**src/rtl/regfile_ctrl_pkg.sv**
```systemverilog
// Shared widths and the writeback requester encoding for the register-file write scheduler.
// Combinational definitions only: no latency, no backpressure.
package regfile_ctrl_pkg;

    localparam int DATA_W   = 32;
    localparam int ADDR_W   = 5;
    localparam int NUM_REGS = 2 ** ADDR_W;

    typedef enum logic {
        REQ_ALU = 1'b0,
        REQ_MEM = 1'b1
    } req_e;

endpackage

```
**src/rtl/wb_rr_arbiter.sv**
```systemverilog
// Two-way round-robin arbiter between ALU and memory writeback requests.
// Grant is combinational, same cycle; priority flips only when both contend and one is granted.
module wb_rr_arbiter
    import regfile_ctrl_pkg::*;
(
    input  logic clk,
    input  logic rst,
    input  logic alu_vld,
    input  logic mem_vld,
    output logic alu_gnt,
    output logic mem_gnt
);

    // prio_q names the requester that wins the next contended cycle.
    req_e prio_q;
    req_e prio_d;

    always_comb begin
        alu_gnt = alu_vld & (~mem_vld | (prio_q == REQ_ALU));
        mem_gnt = mem_vld & (~alu_vld | (prio_q == REQ_MEM));
        prio_d  = prio_q;
        if (alu_vld && mem_vld) begin
            prio_d = (prio_q == REQ_ALU) ? REQ_MEM : REQ_ALU;
        end
    end

    always_ff @(posedge clk) begin
        if (rst) begin
            prio_q <= REQ_ALU;
        end else begin
            prio_q <= prio_d;
        end
    end

endmodule

```
**src/rtl/regfile_wb_scheduler.sv**
```systemverilog
// Register-file write scheduler: RAW/WAW scoreboard, pending-write counter, single write port.
// Write lands 1 cycle after grant; issue stalls on hazards or a full pending counter.
module regfile_wb_scheduler
    import regfile_ctrl_pkg::*;
#(
    parameter int DATA_W      = regfile_ctrl_pkg::DATA_W,
    parameter int ADDR_W      = regfile_ctrl_pkg::ADDR_W,
    parameter int MAX_PENDING = 8,
    parameter int CNT_W       = 4
) (
    input  logic                   clk,
    input  logic                   rst,
    input  logic                   issue_valid,
    output logic                   issue_ready,
    input  logic [ADDR_W-1:0]      issue_rs,
    input  logic [ADDR_W-1:0]      issue_rt,
    input  logic [ADDR_W-1:0]      issue_rd,
    input  logic                   issue_wr,
    input  logic                   alu_wb_valid,
    output logic                   alu_wb_ready,
    input  logic [ADDR_W-1:0]      alu_wb_reg,
    input  logic [DATA_W-1:0]      alu_wb_data,
    input  logic                   mem_wb_valid,
    output logic                   mem_wb_ready,
    input  logic [ADDR_W-1:0]      mem_wb_reg,
    input  logic [DATA_W-1:0]      mem_wb_data,
    output logic                   regwrite,
    output logic [ADDR_W-1:0]      write_register,
    output logic [DATA_W-1:0]      write_data,
    output logic [2**ADDR_W-1:0]   busy_vec,
    output logic [CNT_W-1:0]       pending_cnt,
    output logic                   wb_err
);

    localparam int NREG = 2 ** ADDR_W;

    logic [NREG-1:0]   busy_q,     busy_d;
    logic [CNT_W-1:0]  cnt_q,      cnt_d;
    logic              regwrite_q, regwrite_d;
    logic [ADDR_W-1:0] wreg_q,     wreg_d;
    logic [DATA_W-1:0] wdata_q,    wdata_d;
    logic              err_q,      err_d;

    logic              gnt_vld;
    logic [ADDR_W-1:0] gnt_reg;
    logic [DATA_W-1:0] gnt_dat;
    logic              issue_set;
    logic              wb_clr;

    wb_rr_arbiter u_arb (
        .clk     (clk),
        .rst     (rst),
        .alu_vld (alu_wb_valid),
        .mem_vld (mem_wb_valid),
        .alu_gnt (alu_wb_ready),
        .mem_gnt (mem_wb_ready)
    );

    // Ready looks only at registered state; a clear landing this cycle is not bypassed.
    always_comb begin
        issue_ready = 1'b1;
        if (busy_q[issue_rs] || busy_q[issue_rt]) begin
            issue_ready = 1'b0;
        end
        if (issue_wr && busy_q[issue_rd]) begin
            issue_ready = 1'b0;
        end
        if (issue_wr && (issue_rd != '0) && (cnt_q == CNT_W'(MAX_PENDING))) begin
            issue_ready = 1'b0;
        end
    end

    always_comb begin
        gnt_vld   = alu_wb_ready | mem_wb_ready;
        gnt_reg   = alu_wb_ready ? alu_wb_reg  : mem_wb_reg;
        gnt_dat   = alu_wb_ready ? alu_wb_data : mem_wb_data;
        issue_set = issue_valid & issue_ready & issue_wr & (issue_rd != '0);
        wb_clr    = gnt_vld & (gnt_reg != '0) & busy_q[gnt_reg];

        busy_d = busy_q;
        if (wb_clr) begin
            busy_d[gnt_reg] = 1'b0;
        end
        if (issue_set) begin
            busy_d[issue_rd] = 1'b1;
        end
        busy_d[0] = 1'b0;

        cnt_d = cnt_q;
        if (issue_set && !wb_clr) begin
            cnt_d = cnt_q + CNT_W'(1);
        end else if (wb_clr && !issue_set) begin
            cnt_d = cnt_q - CNT_W'(1);
        end

        // A granted write to r0 is consumed silently and leaves the port registers alone.
        regwrite_d = gnt_vld & (gnt_reg != '0);
        wreg_d     = wreg_q;
        wdata_d    = wdata_q;
        if (regwrite_d) begin
            wreg_d  = gnt_reg;
            wdata_d = gnt_dat;
        end

        err_d = err_q | (gnt_vld & (gnt_reg != '0) & ~busy_q[gnt_reg]);
    end

    always_ff @(posedge clk) begin
        if (rst) begin
            busy_q     <= '0;
            cnt_q      <= '0;
            regwrite_q <= 1'b0;
            wreg_q     <= '0;
            wdata_q    <= '0;
            err_q      <= 1'b0;
        end else begin
            busy_q     <= busy_d;
            cnt_q      <= cnt_d;
            regwrite_q <= regwrite_d;
            wreg_q     <= wreg_d;
            wdata_q    <= wdata_d;
            err_q      <= err_d;
        end
    end

    assign regwrite       = regwrite_q;
    assign write_register = wreg_q;
    assign write_data     = wdata_q;
    assign busy_vec       = busy_q;
    assign pending_cnt    = cnt_q;
    assign wb_err         = err_q;

endmodule
```
**config.mk**
```make
export PLATFORM = sky130hd
export DESIGN_NAME = regfile_wb_scheduler
export DESIGN_NICKNAME = d
export VERILOG_FILES = /design/src/rtl/regfile_ctrl_pkg.sv /design/src/rtl/wb_rr_arbiter.sv /design/src/rtl/regfile_wb_scheduler.sv
export SDC_FILE = /design/constraint.sdc
export NUM_CORES = 1
export LEC_CHECK = 0
export ABC_CLOCK_PERIOD_IN_PS = 5150
export CAP_MARGIN = 20
export CORE_MARGIN = 4
export CORE_UTILIZATION = 46
export CTS_CLUSTER_SIZE = 14
export DETAILED_ROUTE_END_ITERATION = 6
export GPL_TIMING_DRIVEN = 0
export PLACE_DENSITY_LB_ADDON = 0.05
export SYNTH_ARGS = -nofsm -noshare
export SYNTH_HDL_FRONTEND = slang
export SYNTH_HIERARCHICAL = 1
export SYNTH_SLANG_ARGS = --single-unit
```
**constraint.sdc**
```tcl
create_clock -name clk -period 5.15 [get_ports clk]
set_input_delay 0.7725 -clock clk [delete_from_list [all_inputs] [get_ports clk]]
set_output_delay 0.7725 -clock clk [all_outputs]
set_load 0.02 [all_outputs]
```
# Word-level counts from Yosys, hierarchy flattened
# Cells that the tools add are included.
classes:
  addsub: 2
  order_cmp: 6
  n_eq_ne: 1
  muxes: 22
  bitwise: 19
  reduce_logical: 14
ops:
  columns: ["operator", "n"]
  rows:
  - ["$mux W32", 3]
  - ["$and A32 B32 Y32", 1]
  - ["$not A32 Y32", 1]
  - ["$or A32 B32 Y32", 1]
  - ["$lt A5 B6 Y1 const B", 4]
  - ["$bmux W1 S5", 4]
  - ["$demux W1 S5", 2]
  - ["$ge A5 B1 Y1 const B", 2]
  - ["$mux W1", 10]
  - ["$reduce_bool A5 Y1", 2]
  - ["$and A1 B1 Y1", 8]
  - ["$logic_and A1 B1 Y1", 8]
  - ["$mux W4", 2]
  - ["$mux W5", 1]
  - ["$add A4 B1 Y4 const B", 1]
  - ["$eq A4 B4 Y1 const B", 1]
  - ["$not A1 Y1", 4]
  - ["$or A1 B1 Y1", 4]
  - ["$sub A4 B1 Y4 const B", 1]
  - ["$logic_not A1 Y1", 2]
  - ["$reduce_bool A2 Y1", 1]
  - ["$logic_or A1 B1 Y1", 1]
word_totals:
  regBits: 76
  in_bits: 95
  output_inout_bits: 78
  word_cells: 72

# Depth between registers and ports, before layout
logic_depth:
  word_depth: 13
  mapped_depth: 19
  mapped_depth_nobuf: 15

# Hierarchy
# Netlist, hierarchy kept.
by_module_without_submodules:
  columns: ["module", "n_inst", "cells_per_inst", "area_each_um2", "seq_area_each_um2"]
  rows:
  - ["regfile_wb_scheduler", 1, 525, 4757.1, 1481.4]
  - ["wb_rr_arbiter", 1, 7, 65.1, 20.0]

# Worst setup path after synthesis
# No wires, ideal clock.
synth_timing:
  kind: "input to register"
  startpoint: "input alu_wb_valid"
  endpoint: "register cnt_q[3] (netlist: pending_cnt[3])"
  setup_time_ns: 0.071
  arrival_ns: 4.552
  required_ns: 5.079
  path_slack_ns: 0.527
  cell_stages: 17
  path_buffers: 3
  path_cell_list: "a21boi_0 buf_6 buf_2 o22a_1 o2111ai_1 a221oi_1 nand4_2 clkbuf_1 or2_2 ha_1 inv_1 ha_1 a21o_1 a21oi_1 xnor2_1 or3_1 a21oi_1"
synth_via:
  elab_chain_cells: 9
  elab_cells_between_ends: 16
  cone_classes: "4 x mux; 7 x bitwise; 5 x reduce/logical"
synth_rtl:
  columns: ["element", "line_no", "text"]
  rows:
  - ["start: declaration", "regfile_wb_scheduler.sv:19", "input logic alu_wb_valid,"]
  - ["branches (longest 5 deep; another with $mux W5)", null, null]
  - ["$and A1 B1 Y1 *", "regfile_wb_scheduler.sv:78", "wb_clr = gnt_vld & (gnt_reg != '0) & busy_q[gnt_reg];"]
  - ["$logic_not A1 Y1", "regfile_wb_scheduler.sv:90", "if (issue_set && !wb_clr) begin"]
  - ["$logic_and A1 B1 Y1", "regfile_wb_scheduler.sv:90", null]
  - ["$mux W4 or $reduce_bool A2 Y1 (tied branches)", null, null]
  - ["end signal: assignment", "regfile_wb_scheduler.sv:118", "cnt_q <= cnt_d;"]
  - ["end: declaration", "regfile_wb_scheduler.sv:38", "logic [CNT_W-1:0] cnt_q, cnt_d;"]
# Mark *: on every way between the ends. The select of a mux whose other input is x is not followed.
# A chain may end at the register's enable or synchronous reset.

# Worst setup path in the final report
# Same ends and word-level chain as after synthesis.

==> results.json <==
{
  "fin_worst_skew_ns": 0.01359,
  "syn_area_sq_um": 4822,
  "clockBufferDepth": 2,
  "cts_max_level": 3,
  "synth.avg_cell_area_sq_um": 9.064,
  "port_buffers": 164,
  "ys_top_cells_by_area": "dfxtp_1 31%, mux2i_1 9.8%, mux4_2 8.9%, a211oi_1 5.3%, nor2_1 4.6%",
  "fp.dieArea_sq_um": 12180,
  "power_leakage_nw": 2.399,
  "cts_sinks": 75,
  "finalCritPeriodShare_pct": 95.36,
  "core_area_sq_um": 10280,
  "setup_viol": 0,
  "antenna_found_initial": 0,
  "drc": 0,
  "clkLatencyLatePin_ns": 0.36,
  "row_count": 37,
  "synth_common_cells": "75 x dfxtp_1, 59 x nor2_1, 47 x mux2i_1, 34 x a211oi_1, 30 x clkbuf_1",
  "fin_crit_ns": 4.911,
  "grt_pass1_vias": 4938,
  "p_per_area_nw_per_um2": 235.4,
  "cp-start-kind": "primary input",
  "dp_slack_ns": -0.3333,
  "tightest_slew_ns": 0.9571,
  "area_growth_pct": 41.59,
  "n_fill_cell": 878,
  "synth_cells": 532,
  "setup_ws_ns": 0.2390,
  "synthMostInstantiatedCell": "dfxtp_1",
  "hold_viol_final": 0,
  "postRouteAntennaNets": 0,
  "ioPinCount": 173,
  "whs_ns": 0.4995,
  "critPathCaptureType": "flip-flop",
  "ys_types": 71,
  "gp_congestion": 0.9274,
  "fmax_mhz": 203.6,
  "via_per_inst": 6.054,
  "drv_slew": 0,
  "max_cap_violations": 0,
  "hp-class": "reg2reg",
  "first_iter_violations": 371,
  "grt_max_degree": 14,
  "path_class": "in2reg",
  "synth-main-ff-cell": "dfxtp_1",
  "nNetsFinal": 808,
  "synth_nets": 631,
  "drive_gt1_share_pct": 9.804,
  "clkTransAtPathRegs_ns": 0.09,
  "diodes": 0,
  "finalPower_mw": 1.607,
  "synth_edf_count": 0,
  "rsz0062_at_grt": "false",
  "wire_per_inst_um": 19.73,
  "stdcell_count": 850,
  "die_x_um": 110.4,
  "irDropWorstVdd_v": 0.0001343,
  "synth_seq_cells": 75,
  "relSlewSlack_pct": 35.99,
  "yosysWarnings": 6,
  "cp_max_fo": 10,
  "num_vias": 5146,
  "ys_seq_area_share_pct": 31.14,
  "ctsHoldBuffers": 0,
  "grt_pass1_wl_mm": 25.45,
  "dr.pass1.iters": 5,
  "cp_data_arrival_time_ns": 5.21,
  "clock-root-buffer": "clkbuf_8",
  "die_y_um": 110.4,
  "ys_async_sr_fraction_pct": 0,
  "drt-total-wl_mm": 16.77,
  "cts-buffers-inserted": 9,
  "place_inst": 832,
  "required_ns": 5.45,
  "grt.total_usage_pct": 27.11,
  "initial_core_util_pct": 46.92,
  "synth_top_area_cell": "dfxtp_1",
  "hpwl_mm": 12.98,
  "synth_top_area_share_pct": 31.14,
  "dpl_cell_area_sq_um": 6634,
  "outcome": "finished clean",
  "overflow": 0,
  "cts_tree": "built",
  "fin_area_sq_um": 6828
}
report_power, final:
part           switching (mW)  leakage, nW  internal (mW)
Sequential             0.0324        0.616          0.623
Combinational           0.289         1.70          0.255
Clock                   0.233       0.0822          0.175
Total                   0.554         2.40           1.05
layout make-up:
type	instances	area, sq um	area share, %
clock buffer	10	127.6	1.869
tap	136	170.2	2.492
clock inverter	6	42.54	0.6231
sequential	75	1501	21.99
multi-input combinational	388	3044	44.58
timing repair buffer	166	1657	24.26
inverter	24	90.09	1.319
buffer	45	195.2	2.859
per-stage QoR:
stage | setup TNS (ns) | util, %
final | 0 | 66.44
after global routing | 0 | 66.44
after CTS | 0 | 66.20
after detailed placement | -0.3333 | 64.55
after global placement | -0.2769 | 64.55
after floorplan | 0 | -
per-layer routing:
metal  track usage [%]  vias up  routed length (um)  part of all wire [%]
li1                  -     2389                   -                     -
met1             32.69     2410                6519                    39
met2             44.45      288                7879                    47
met3             7.921       59                1709                    10
met4             12.75        0                 660                   3.9
met5                 0        -                   0                     0
worst paths after layout:
check	slack, ns	from	endpoint	cells after the start
hold reg to reg	0.50	write_data[11]	write_data[11]	2
hold / removal	0.50	write_data[11]	write_data[11]	2
setup reg to reg	0.85	u_arb/prio_q	pending_cnt[3]	19
setup / recovery	0.24	alu_wb_valid	pending_cnt[3]	19
critical path, stage by stage:
cell,delay [ns]
clkdlybuf4s50_1,0.51
a21boi_1,0.26
buf_6,0.20
nand3b_1,0.16
and2_1,0.13
buf_2,0.25
o221ai_1,0.22
a221oi_1,0.38
nand4_2,0.25
clkbuf_2,0.28
or2_2,0.33
ha_1,0.22
inv_1,0.11
ha_1,0.24
a21o_1,0.18
a21oi_1,0.18
xnor2_1,0.09
or3_1,0.30
a21oi_1,0.13
registers in the layout, summed over array words and instances, names as in the netlist:
register        flops
write_data         32
busy_vec           31
write_register      5
pending_cnt         4
regwrite            1
u_arb/prio_q        1
wb_err              1
layout by cell type (no fill, tap or decap), types with 4 or more instances in the layout:
master / n
buf_4: 4
buf_2: 6
buf_1: 6
dfxtp_1: 75
nor3_1: 11
nand3_1: 8
o21ai_1: 12
nand2b_1: 9
o21bai_1: 7
a211oi_1: 34
nor2_1: 59
o22ai_1: 11
a21oi_1: 13
nor4b_1: 6
nor3b_1: 6
nor4_1: 14
mux4_2: 19
o211ai_1: 9
mux2_2: 4
or3_1: 6
mux2i_1: 47
inv_1: 24
clkbuf_1: 28
clkdlybuf4s50_1: 164
nor2b_1: 7
nand2_1: 12
o32ai_1: 15
clkbuf_8: 9
nand3b_1: 9
kinds of logic (layout without fill, tap and decap cells):
kind of cell,Yosys count,after routing,synth area share (%)
AO/OA/AOI/OAI,138,138,20.94
AND/OR/NAND/NOR,170,170,19.77
XOR/XNOR,3,3,0.5450
adder cells (fa/ha/maj),4,4,1.194
multiplexers,72,72,20.50
flip-flops,75,75,31.14
buffers and inverters,69,251,5.838
other,1,1,0.07777
timing repair:
| item | in CTS | in global routing |
|---|---|---|
| resized for setup | 0 | 10 |
| buffers inserted | 0 | 2 |
| setup endpoints to repair | 0 | 1 |
No activity file was read; power rests on OpenSTA's default activity.
